<file path="config.mk">
export PLATFORM = sky130hd
export DESIGN_NAME = lms_train_gen
export DESIGN_NICKNAME = d
export VERILOG_FILES = /design/src/rtl/lms_train_gen.sv
export SDC_FILE = /design/constraint.sdc
export NUM_CORES = 1
export LEC_CHECK = 0
export CORE_ASPECT_RATIO = 1.75
export CORE_MARGIN = 2
export CORE_UTILIZATION = 45
export DETAILED_ROUTE_END_ITERATION = 8
export PLACE_DENSITY_LB_ADDON = 0.05
export SYNTH_ARGS = -nofsm -noshare
export SYNTH_HDL_FRONTEND = slang
export SYNTH_SLANG_ARGS = --single-unit
</file>
<file path="constraint.sdc">
create_clock -name clk -period 5.99 [get_ports clk]
set_input_delay 0.599 -clock clk [delete_from_list [all_inputs] [get_ports clk]]
set_output_delay 0.599 -clock clk [all_outputs]
set_load 0.005 [all_outputs]
</file>
<file path="src/rtl/lms_train_gen.sv">
//==============================================================================
// Module      : lms_train_gen
// Description : Training-sequence source for a 2-tap LMS adaptive FIR.
//               Emits a PRBS7 antipodal sample (x_out) and the output of a
//               programmable L-tap reference channel (d_out) for
//               system-identification bursts.
//               Optional macro LMS_TRAIN_NOISE_EN adds +/-1 LSB PRBS15 noise
//               to the channel output before saturation.
// Revision    : 1.0 - initial release
//==============================================================================
`default_nettype none

module lms_train_gen #(
  parameter int W1  = 8,   // sample / coefficient width (coefs Q1.7)
  parameter int W2  = 16,  // product width
  parameter int L   = 2,   // channel taps (1..4)
  parameter int AMP = 64   // PRBS amplitude
) (
  input  logic          clk,
  input  logic          rst,
  input  logic          coef_we,
  input  logic [1:0]    coef_addr,
  input  logic [W1-1:0] coef_data,
  input  logic          start,
  input  logic [15:0]   burst_len,
  output logic [W1-1:0] x_out,
  output logic [W1-1:0] d_out,
  output logic          valid,
  output logic          busy,
  output logic          done
);

  typedef enum logic [1:0] {
    S_IDLE = 2'd0,
    S_RUN  = 2'd1,
    S_DONE = 2'd2
  } state_t;

  // Delay line holds x[n-1] .. x[n-L+1]; keep at least one entry so L=1 builds.
  localparam int                   DLY       = (L > 1) ? L - 1 : 1;
  localparam int                   SW        = W2 + 2;
  localparam logic [6:0]           PRBS_SEED = 7'h7F;
  localparam logic signed [W1-1:0] X_POS     = W1'(AMP);
  localparam logic signed [W1-1:0] X_NEG     = W1'(-AMP);
  localparam logic signed [SW-1:0] SAT_MAX   = SW'((2 ** (W1 - 1)) - 1);
  localparam logic signed [SW-1:0] SAT_MIN   = SW'(-(2 ** (W1 - 1)));

  state_t                state_q, state_d;
  logic [6:0]            lfsr_q, lfsr_d;
  logic signed [W1-1:0]  coef_q [L];
  logic signed [W1-1:0]  coef_d [L];
  logic signed [W1-1:0]  dly_q [DLY];
  logic signed [W1-1:0]  dly_d [DLY];
  logic [15:0]           cnt_q, cnt_d;
  logic [15:0]           len_q, len_d;
  logic [W1-1:0]         x_out_q, x_out_d;
  logic [W1-1:0]         d_out_q, d_out_d;
  logic                  valid_q, valid_d;
  logic                  busy_q, busy_d;
  logic                  done_q, done_d;

`ifdef LMS_TRAIN_NOISE_EN
  localparam logic [14:0] NOISE_SEED = 15'h0001;
  logic [14:0]           noise_q, noise_d, noise_src;
`endif

  // Datapath intermediates
  logic                  load;
  logic                  emit;
  logic [6:0]            lfsr_src;
  logic signed [W1-1:0]  x_cur;
  logic signed [W1-1:0]  tap [L];
  logic signed [W2-1:0]  prod;
  logic signed [SW-1:0]  acc;
  logic signed [SW-1:0]  shifted;
  logic signed [SW-1:0]  noisy;
  logic [W1-1:0]         d_sat;

  // A burst (re)starts from a fresh LFSR and cleared delay line; a new sample
  // is produced on the start edge itself and on every RUN cycle until the count.
  assign load = (state_q == S_IDLE) && start;
  assign emit = (load && (burst_len != 16'd0)) ||
                ((state_q == S_RUN) && (cnt_q != len_q));

  // Coefficient writes only land in IDLE; forwarded so a same-cycle start sees them.
  always_comb begin
    for (int i = 0; i < L; i++) coef_d[i] = coef_q[i];
    if ((state_q == S_IDLE) && coef_we) begin
      for (int i = 0; i < L; i++) begin
        if (coef_addr == 2'(i)) coef_d[i] = coef_data;
      end
    end
  end

  // Channel FIR on the current PRBS sample plus delay line, shift, optional noise, saturate.
  always_comb begin
    lfsr_src = load ? PRBS_SEED : lfsr_q;
    x_cur    = lfsr_src[6] ? X_NEG : X_POS;
    tap[0]   = x_cur;
    for (int i = 1; i < L; i++) tap[i] = load ? '0 : dly_q[i-1];
    prod = '0;
    acc  = '0;
    for (int i = 0; i < L; i++) begin
      prod = W2'(coef_d[i]) * W2'(tap[i]);
      acc  = acc + SW'(prod);
    end
    shifted = acc >>> (W1 - 1);
`ifdef LMS_TRAIN_NOISE_EN
    noise_src = load ? NOISE_SEED : noise_q;
    noisy     = noise_src[14] ? (shifted - SW'(1)) : (shifted + SW'(1));
`else
    noisy     = shifted;
`endif
    if (noisy > SAT_MAX)      d_sat = {1'b0, {(W1-1){1'b1}}};
    else if (noisy < SAT_MIN) d_sat = {1'b1, {(W1-1){1'b0}}};
    else                      d_sat = noisy[W1-1:0];
  end

  // Burst sequencing and next values for sample, LFSR and delay-line registers.
  always_comb begin
    state_d = state_q;
    lfsr_d  = lfsr_q;
    for (int i = 0; i < DLY; i++) dly_d[i] = dly_q[i];
    cnt_d   = cnt_q;
    len_d   = len_q;
    x_out_d = x_out_q;
    d_out_d = d_out_q;
    valid_d = 1'b0;
    done_d  = 1'b0;
    busy_d  = busy_q;
`ifdef LMS_TRAIN_NOISE_EN
    noise_d = noise_q;
`endif

    case (state_q)
      S_IDLE: begin
        busy_d = 1'b0;
        if (start) begin
          len_d  = burst_len;
          lfsr_d = PRBS_SEED;
          busy_d = 1'b1;
          if (burst_len == 16'd0) begin
            state_d = S_DONE;
            done_d  = 1'b1;
          end else begin
            state_d = S_RUN;
          end
        end
      end
      S_RUN: begin
        if (cnt_q == len_q) begin
          state_d = S_DONE;
          done_d  = 1'b1;
        end
      end
      S_DONE: begin
        state_d = S_IDLE;
        busy_d  = 1'b0;
      end
      default: begin
        state_d = S_IDLE;
        busy_d  = 1'b0;
      end
    endcase

    if (emit) begin
      lfsr_d   = {lfsr_src[5:0], lfsr_src[6] ^ lfsr_src[5]};
      dly_d[0] = x_cur;
      for (int i = 1; i < DLY; i++) dly_d[i] = tap[i];
      cnt_d    = (load ? 16'd0 : cnt_q) + 16'd1;
      x_out_d  = x_cur;
      d_out_d  = d_sat;
      valid_d  = 1'b1;
`ifdef LMS_TRAIN_NOISE_EN
      noise_d  = {noise_src[13:0], noise_src[14] ^ noise_src[13]};
`endif
    end
  end

  // State, coefficient and output registers with synchronous reset.
  always_ff @(posedge clk) begin
    if (rst) begin
      state_q <= S_IDLE;
      lfsr_q  <= PRBS_SEED;
      for (int i = 0; i < DLY; i++) dly_q[i] <= '0;
      for (int i = 0; i < L; i++)   coef_q[i] <= '0;
      cnt_q   <= '0;
      len_q   <= '0;
      x_out_q <= '0;
      d_out_q <= '0;
      valid_q <= 1'b0;
      busy_q  <= 1'b0;
      done_q  <= 1'b0;
`ifdef LMS_TRAIN_NOISE_EN
      noise_q <= NOISE_SEED;
`endif
    end else begin
      state_q <= state_d;
      lfsr_q  <= lfsr_d;
      for (int i = 0; i < DLY; i++) dly_q[i] <= dly_d[i];
      for (int i = 0; i < L; i++)   coef_q[i] <= coef_d[i];
      cnt_q   <= cnt_d;
      len_q   <= len_d;
      x_out_q <= x_out_d;
      d_out_q <= d_out_d;
      valid_q <= valid_d;
      busy_q  <= busy_d;
      done_q  <= done_d;
`ifdef LMS_TRAIN_NOISE_EN
      noise_q <= noise_d;
`endif
    end
  end

  assign x_out = x_out_q;
  assign d_out = d_out_q;
  assign valid = valid_q;
  assign busy  = busy_q;
  assign done  = done_q;

endmodule

`default_nettype wire

</file>
**Word-level counts from Yosys, hierarchy flattened**

Memories as Yosys holds them, arrays and structs flattened.
Index checks and enable logic that the tools add are counted.

- Register bits after elaboration: 60
- Memory bits (writable): 24
- Word-level logic and storage cells: 72
- Memories: 2

Memory list:

| memory | words | bits a word | read ports | clocked after Yosys merged registers in | wr ports | line | source |
|---|---|---|---|---|---|---|---|
| coef_q | 2 | 8 | 2 | 0 | 2 | 50 | `logic signed [W1-1:0] coef_q [L];` |
| dly_q | 1 | 8 | 1 | 0 | 1 | 52 | `logic signed [W1-1:0] dly_q [DLY];` |

- Add/sub/neg operators: 2
- Multiply operators: 2
- Magnitude comparators: 2
- Eq/ne operators: 6
- Multiplexer cells: 31
- Bitwise gates (word level): 3
- Reductions and logical operators: 15

Operator list:

| cell | number |
|---|---|
| $mux W8 | 10 |
| $mul A8 B8 Y16 | 2 |
| $mux W16 | 2 |
| $mux W7 | 4 |
| $add A16 B16 Y17 | 1 |
| $add A16 B1 Y16 const B | 1 |
| $eq A16 B16 Y1 | 1 |
| $logic_not A16 Y1 | 1 |
| $ne A16 B16 Y1 | 1 |
| $reduce_bool A16 Y1 | 1 |
| $gt A10 B8 Y1 const B | 1 |
| $lt A10 B8 Y1 const B | 1 |
| $mux W1 | 9 |
| $reduce_or A8 Y1 | 1 |
| $mux W2 | 3 |
| $reduce_and A2 Y1 | 3 |
| $eq A2 B1 Y1 const B | 2 |
| $logic_and A1 B1 Y1 | 4 |
| $logic_not A2 Y1 | 2 |
| $pmux W1 S2 | 2 |
| $pmux W2 S2 | 1 |
| $reduce_bool A2 Y1 | 2 |
| $ne A2 B1 Y1 const B | 1 |
| $ne A2 B2 Y1 const B | 1 |
| other kinds (3) | 4 |

**Logic depth before layout (Yosys ltp)**

Gate-level depths: netlist of run 1.

- Depth after elaboration: 9
- Gate-level depth with buffers: 23

**Worst setup path after synthesis of run 1**

OpenSTA, ideal clock, no wires.

- Path kind: input to register
- Start point: input port coef_addr[1]
- End point: register d_out_q[6], in the netlist d_out[6]
- Setup time: 0.142 ns
- Data arrival time: 5.474 ns
- Path slack: 0.373 ns
- Stages: 22
- Path through: nor4b_1 -> nand2_1 -> mux2i_1 -> and2_1 -> ha_1 -> ha_1 -> inv_1 -> fa_1 -> inv_1 -> fa_1 -> ha_1 -> ha_1 -> ha_1 -> inv_1 -> fa_1 -> nor2b_1 -> o31a_1 -> nor4_1 -> a311o_1 -> or2_2 -> nand2_2 -> a311oi_1

- Longest elaborated chain between the ends: 8
- Elaborated cells between the ends (all ways): 12
- Those cells by class: 1 x add/sub; 2 x mul; 2 x order compare; 1 x eq/ne; 5 x mux; 1 x reduce/logical

Ends and longest elaborated chain:

| what | line | source |
|---|---|---|
| start, declared | 22 | `input logic [1:0] coef_addr,` |
| $eq A2 B1 Y1 / $logic_not A2 Y1 (equally long branches) | 90 | `if (coef_addr == 2'(i)) coef_d[i] = coef_data;` |
| $mux W8 | 90 |  |
| $mux W16 * | 88 | `if ((state_q == S_IDLE) && coef_we) begin` |
| $mul A8 B8 Y16 | 104 | `prod = W2'(coef_d[i]) * W2'(tap[i]);` |
| $add A16 B16 Y17 * | 105 | `acc = acc + SW'(prod);` |
| $lt A10 B8 Y1 | 115 | `else if (noisy < SAT_MIN) d_sat = {1'b1, {(W1-1){1'b0}}};` |
| $mux W8 | 115 |  |
| $mux W8 * | 114 | `if (noisy > SAT_MAX) d_sat = {1'b0, {(W1-1){1'b1}}};` |
| end signal, assigned | 205 | `d_out_q <= d_out_d;` |
| end, declared | 57 | `logic [W1-1:0] d_out_q, d_out_d;` |

Mark *: on every way between the ends. The rest lies on a longest branch, timed or not.
A chain may end at the register's enable or synchronous reset.

**Worst setup path in the final report of run 1**

- Start point: input port coef_we
- End point: register d_out_q[3], in the netlist d_out[3]

- Longest elaborated chain between the ends: 7
- Elaborated cells between the ends (all ways): 9
- Those cells by class: 1 x add/sub; 2 x mul; 2 x order compare; 3 x mux; 1 x reduce/logical

Ends and longest elaborated chain:

| what | line | source |
|---|---|---|
| start, declared | 21 | `input logic coef_we,` |
| $logic_and A1 B1 Y1 * | 88 |  |
| $mux W16 * | 88 |  |
| $mul A8 B8 Y16 | 104 |  |
| $add A16 B16 Y17 * | 105 |  |
| $lt A10 B8 Y1 | 115 |  |
| $mux W8 | 115 |  |
| $mux W8 * | 114 |  |

Marks and branches as above.

==> results.toml, run 1 <==
[grt]
grt-ovfl-total = 0
grt_pass1_vias = 3732
grtUsageTotal_pct = 21.03
grt_antenna_before_repair = 0
grt_max_degree = 67
grt_pass1_wl_um = 17220

[die]
die_x_um = 78.83
core_area_um2 = 9527
start_util_pct = 46.28
rows = 47
ioPinCount = 49
dieArea_um2 = 10640
chipHeight_um = 134.9

[routing]
met1_length_um = 3752
top_layer = "met4"
num_vias = 3647
drc_errors = 0
met2WireLength_um = 6237
ant_nets = 0
drt_iter0_drc = 131
viasPerCell = 5.144
wl_um = 10510
routedWlPerCell_um = 14.83
wl_met3_um = 223
drt_first_pass_iters = 4

[placement]
hpwl_um = 8211
post_dp_cell_area_um2 = 5172
place.gp.congestion = 0.7567
io_buffers = 42

[sta]
report.final.hold_viol_count = 0
skew_ns = 0.003669
max_slew_margin_pct = 49.50
setup_viol = 0
finalCritPeriodShare_pct = 96.10
fin_hold_ws_ns = 0.4645
worst_pin_slew_ns = 0.7575
max_freq_mhz = 173.7
period_needed_ns = 5.756
finalMaxSlewViolations = 0
rsz0062_at_grt = "no"

[setup_path]
reg2regPathDepth = 20
cp_cell_sequence = "clkdlybuf4s50_1 -> nor4b_4 -> nand2_2 -> buf_6 -> mux2i_2 -> and2_1 -> ha_1 -> ha_1 -> fa_1 -> inv_1 -> fa_1 -> inv_1 -> ha_1 -> ha_1 -> ha_1 -> nor2b_2 -> o31a_1 -> a311o_1 -> or2_4 -> nand2_4 -> a311oi_1"
end_kind = "flop"
critical_path_depth = 21
path_class = "in -> reg"
cp_slowest_cell = "fa_1"
cp_num_buf_inv = 4
slowest_delay_ns = 0.54
cp.required_ns = 6.17
cp_top_family = "adder cells"
cp_common_cell = "ha_1"
critical_path_arrival_ns = 5.94
critPathMaxFanout = 6
cp-start-kind = "primary input"

[cts]
htreeDepth = 3
tritoncts = "done"
ctsHoldBuffers = 0
clk_latency_ns = 0.33
cts_root_buf = "clkbuf_16"
clockBufferDepth = 2
clkSinkCount = 70
clkTransAtPathRegs_ns = 0.06
cts_made_buffers = 9

[layout]
nNetsFinal = 673
regArea_um2 = 1401
syn_to_final_growth_pct = 26.50
drive_gt1_share_pct = 14.82
diodes = 0
final_cell_area_um2 = 5578
multi_input_area_um2 = 2855
post-route-util_pct = 58.55
fillers = 918

[synthesis]
synth-simple-area-share_pct = 21.57
synth_top_area_share_pct = 31.78
synth-async-reset-ratio_pct = 0
ys_top_cells_by_area = "dfxtp_1 32%, ha_1 12%, fa_1 8.6%"
syn-instance-count = 508
syn_area_um2 = 4409
synth_edf_count = 0
synthFlopType = "dfxtp_1"
ys_seq_elements = 70
synth_top_area_cell = "dfxtp_1"
synth_top_family_by_area = "simple AND/OR/NAND/NOR gates"
synthAdderAreaFrac_pct = 20.54
yosysUniqueCellTypes = 50
synth_compound_area_share_pct = 8.768
synth_mux_area_share_pct = 4.711
ys_seq_area_share_pct = 31.78
synth_area_per_cell_um2 = 8.680
yosys_warnings = 0
synth_xor_area_share_pct = 6.583

[power]
p_leak_nw = 2.448
vdd.ir_drop.worst_mv = 0.4700
p_per_area_nw_per_um2 = 392.3

[outcome]
status = "finished, final reports clean"

[worst_hold_path]
hp-class = "reg -> reg"
hold_depth = 1

[flow_run]
cap_violations = 0
## cell type report
type | count | share of cell area, %
multi-input cells | 380 | 51.19
flip-flops and latches | 70 | 25.12
repair buffers | 82 | 12.94
clock buffers | 11 | 4.352
well taps | 122 | 2.737
inverters | 39 | 2.624
clock inverters | 5 | 1.032
## path summary, 6_finish.rpt
check,start,endpoint,slack (ns)
hold / removal,d_out[4]$_SDFFE_PP0N_,d_out[4]$_SDFFE_PP0N_,0.46
hold reg to reg,d_out[4]$_SDFFE_PP0N_,d_out[4]$_SDFFE_PP0N_,0.46
setup reg to reg,state_q[0]$_SDFFE_PP0P_,d_out[3]$_SDFFE_PP0N_,0.50
setup / recovery,coef_we,d_out[3]$_SDFFE_PP0N_,0.23
## kinds of logic (layout without fill, tap and decap cells)
| group | after synthesis | count (layout) |
|---|---|---|
| flip-flops | 70 | 70 |
| multiplexers | 20 | 20 |
| adder cells (fa/ha/maj) | 61 | 61 |
| other | 1 | 6 |
| buffers and inverters | 64 | 137 |
| XOR/XNOR | 31 | 32 |
| AO/OA/AOI/OAI | 62 | 62 |
| AND/OR/NAND/NOR | 199 | 199 |
## power breakdown
part	internal, mW	switching, mW	total (mW)
registers	0.512	0.0275	0.539
clock network	0.334	0.202	0.536
logic	0.568	0.545	1.11
## routing by layer
metal  track usage (%)  vias up
met5                 0        -
met4             9.579        0
met3             3.209       20
met2             42.21       44
met1             20.27     1746
li1                  -     1837
## cell usage after synthesis, types with 2 or more instances
master,count
a211oi_1,4
a21oi_1,30
a311oi_1,6
and2_1,12
and3_1,4
and4_1,2
buf_1,2
buf_4,6
clkbuf_1,17
dfxtp_1,70
fa_1,19
ha_1,42
inv_1,38
mux2_2,6
mux2i_1,14
nand2_1,67
nand2b_1,2
nand3_1,16
nand4_1,8
nor2_1,54
nor2b_1,8
nor3_1,5
nor4_1,8
nor4b_1,2
o21ai_0,5
o21ai_1,3
o21bai_1,2
o2bb2ai_1,2
or2_2,4
or3_1,2
xnor2_1,28
xor2_1,2
## sequential cells by signal, summed over array words and instances, names as in the netlist
name,cells
busy,1
cnt_q,16
done,1
d_out,8
valid,1
len_q,16
coef_q,16
state_q,2
x_out,2
lfsr_q,7
## layout by cell type, fill, tap and decap left out, drive strengths merged, types with 2 or more instances in the layout
cell and n:
xor2 2, or3 2, nand2b 2, xnor2 30, and4 2, a311oi 6, nor2 55, and2 12
nor2b 8, a211oi 4, o21ai 8, clkdlybuf4s50 40, conb 6, buf 41, mux2i 14, nor4 8
inv 40, a21oi 30, o21bai 2, ha 42, fa 19, mux2 6, nand4 8, clkbuf 11
or2 4, nand3 16, dfxtp 70, clkinv 3, nor3 5, and3 4, nand2 68, o2bb2ai 2
nor4b 2
## metrics by stage
stage	setup TNS [ns]	power (mW)	setup slack [ns]	instances
after floorplan	0	1.172	0.3734	513
after global placement	-1.611	1.543	-0.2348	691
after detailed placement	-2.825	1.562	-0.3787	691
after CTS	0	2.112	0.08840	707
after global routing	0	2.352	0.01405	709
final	0	2.188	0.2336	709
## repair_timing
| action | CTS | global route |
|---|---|---|
| resized for setup | 1 | 22 |
| endpoints found under the setup margin | 7 | 8 |
| cloned | 0 | 1 |
| pin swaps | 0 | 4 |
| setup buffers | 0 | 1 |
| hold endpoints to repair | 0 | 0 |
(Power assumes the default switching activity.)
==> run 2, diff against run 1 <==
- CORE_MARGIN: 2 -> unset
==> run 2 against run 1 <==
  * Combinational power decreased by 7%
  * Via count decreased by 0.66%
  * Design area decreased by 0.43%
  * Hold slack improved by 0.0062 ns
  * Sequential share of layout area increased by 0.11 points
  * Register-to-register slack improved by 0.02 ns
  * Fmax decreased by 0.12%
  * Non-clock buffer count decreased by 5
  * Count of clock-buffer cells in the layout unchanged
  * Power increased by 0.72%
  * Sequential power about the same
  * Global-route usage increased by 0.34 points
  * Critical path type unchanged
  * Critical endpoint is now d_out[6]$_SDFFE_PP0N_
  * Largest cell class unchanged
  * Largest power group unchanged
  * Highest routed layer unchanged
==> results.toml, run 2 (synthesized netlist as in run 1, its figures left out) <==
[outcome]
status = "finished, final reports clean"

[grt]
grt_pass1_vias = 3641
grt_max_degree = 67
use_met1_pct = 20.62
busiest_layer = "met2"
grt_util_met3_pct = 3.862
grtUsageTotal_pct = 21.37
met2_usage_pct = 43.06
grt-ovfl-total = 0
grt_pass1_wl_um = 16850
grt_antenna_before_repair = 0

[setup_path]
critPathMaxFanout = 8
rr_startpoint = "state_q[1]$_SDFFE_PP0P_"
crit_path_end = "d_out[6]$_SDFFE_PP0N_"
cp.required_ns = 6.18
path_class = "in -> reg"
end_kind = "flop"
r2r-end = "d_out[6]$_SDFFE_PP0N_"
critPathLaunch = "coef_we"
reg2regPathDepth = 23
reg2reg_slack_ns = 0.52
cp-start-kind = "primary input"
critical_path_arrival_ns = 5.95

[routing]
routedWlPerCell_um = 14.74
ant_nets = 0
drt_iter0_drc = 127
num_vias = 3623
drc_errors = 0
wl_um = 10370
drt_first_pass_iters = 4
viasPerCell = 5.146

[cts]
clockBufferDepth = 2
tritoncts = "done"
clk_latency_ns = 0.33
cts_root_buf = "clkbuf_16"
clkTransAtPathRegs_ns = 0.06
htreeDepth = 3
ctsHoldBuffers = 0
clkSinkCount = 70
cts_made_buffers = 9

[power]
switchingPower_uw = 748.2
seqPwrFrac_pct = 24.5
p_leak_nw = 2.435
vdd.ir_drop.worst_mv = 0.4310
power.internal_mw = 1.456
p_per_area_nw_per_um2 = 396.8
power_mw = 2.204
p_clk_share_pct = 28.6
pwr-share-comb_pct = 46.9
p_sw_share_pct = 33.95

[layout]
nNetsFinal = 668
final_cell_area_um2 = 5554
diodes = 0
final_common_cell = "dfxtp_1"
syn_to_final_growth_pct = 25.96
top_regs = "cnt_q x16, coef_q x16, len_q x16"
post-route-util_pct = 58.66
drive_gt1_share_pct = 12.54
final_cell_count_no_fill = 704
final_cell_mix = "70 x dfxtp_1, 67 x nand2_1, 54 x nor2_1"

[sta]
setup_viol = 0
fin_hold_ws_ns = 0.4707
max_freq_mhz = 173.5
worst_pin_slew_ns = 1.053
finalMaxSlewViolations = 0
report.final.hold_viol_count = 0
period_needed_ns = 5.763
finalCritPeriodShare_pct = 96.22
max_slew_margin_pct = 29.53
skew_ns = 0.005551

[die]
core_area_um2 = 9468
die_x_um = 76.83
start_util_pct = 46.57
rows = 47
dieArea_um2 = 10210
ioPinCount = 49
chipHeight_um = 132.9

[worst_hold_path]
min_from = "len_q[1]$_SDFFE_PP0P_"
hp-class = "reg -> reg"

[placement]
io_buffers = 42
placed_cells = 686
post_dp_cell_area_um2 = 5135
place.gp.congestion = 0.7557
hpwl_um = 7924

[flow_run]
cap_violations = 0
[run 2: cell count changes in the layout (fill, tap and decap cells not counted), sizes merged]
| cell | change |
|---|---|
| bufinv | +2 |
| buf | -5 |
| inv | -1 |
| clkinv | -3 |
| clkinvlp | +2 |
[run 2: area by class of cell]
class                   count  area [um^2]
flip-flops and latches     70         1401
fillers                   907         3914
clock buffers              11        252.7
inverters                  39        146.4
multi-input cells         380         2815
clock inverters             5        105.1
well taps                 122        152.6
repair buffers             77        680.7
[run 2: what timing repair did]
action	in CTS	in global routing
gates resized for setup	0	11
setup buffers	0	1
setup endpoints to repair	0	8
[run 2: critical path: stages]
cell,delay (ns)
clkdlybuf4s50_1,0.49
nor4b_4,0.21
nand2_1,0.09
buf_4,0.19
mux2i_1,0.14
and2_1,0.17
ha_1,0.29
ha_1,0.27
inv_1,0.05
fa_1,0.53
inv_1,0.05
fa_1,0.45
ha_1,0.30
ha_1,0.29
ha_1,0.17
inv_1,0.05
fa_1,0.38
nor2b_1,0.16
o31a_1,0.20
nor4_1,0.06
a311o_1,0.33
and2_2,0.22
o21ai_1,0.16
a311oi_1,0.10
[run 2: worst min-delay path by stage]
stage | to | slack (ns) | cells after the start
5_1_grt | len_q[1]$_SDFFE_PP0P_ | 0.49 | 2
2_1_floorplan | lfsr_q[2]$_SDFFE_PP1P_ | 0.44 | 2
4_1_cts | len_q[3]$_SDFFE_PP0P_ | 0.47 | 2
3_3_place_gp | lfsr_q[2]$_SDFFE_PP1P_ | 0.46 | 2
6_report | len_q[1]$_SDFFE_PP0P_ | 0.47 | 2
3_5_place_dp | d_out[5]$_SDFFE_PP0N_ | 0.46 | 1
[run 2: power by group through the flow]
stage               combinational, mW  clock (mW)  sequential [mW]
floorplan                       0.626           0            0.545
global placement                0.973           0            0.548
detailed placement              0.986           0            0.549
CTS                             0.993       0.641            0.539
global route                     1.16       0.662            0.544
finish                           1.03       0.631            0.539
[run 2: layer usage]
layer,vias to the layer above,routed length [um]
li1,1827,-
met1,1738,3869
met2,48,6074
met3,10,268
met4,0,161
met5,-,0
[run 2: through the flow]
step	TNS [ns]	setup slack [ns]
floorplan	0	0.3734
global placement	-1.079	-0.1520
detailed placement	-2.094	-0.2983
CTS	0	0.05411
global route	-0.05210	-0.02896
finish	0	0.2265
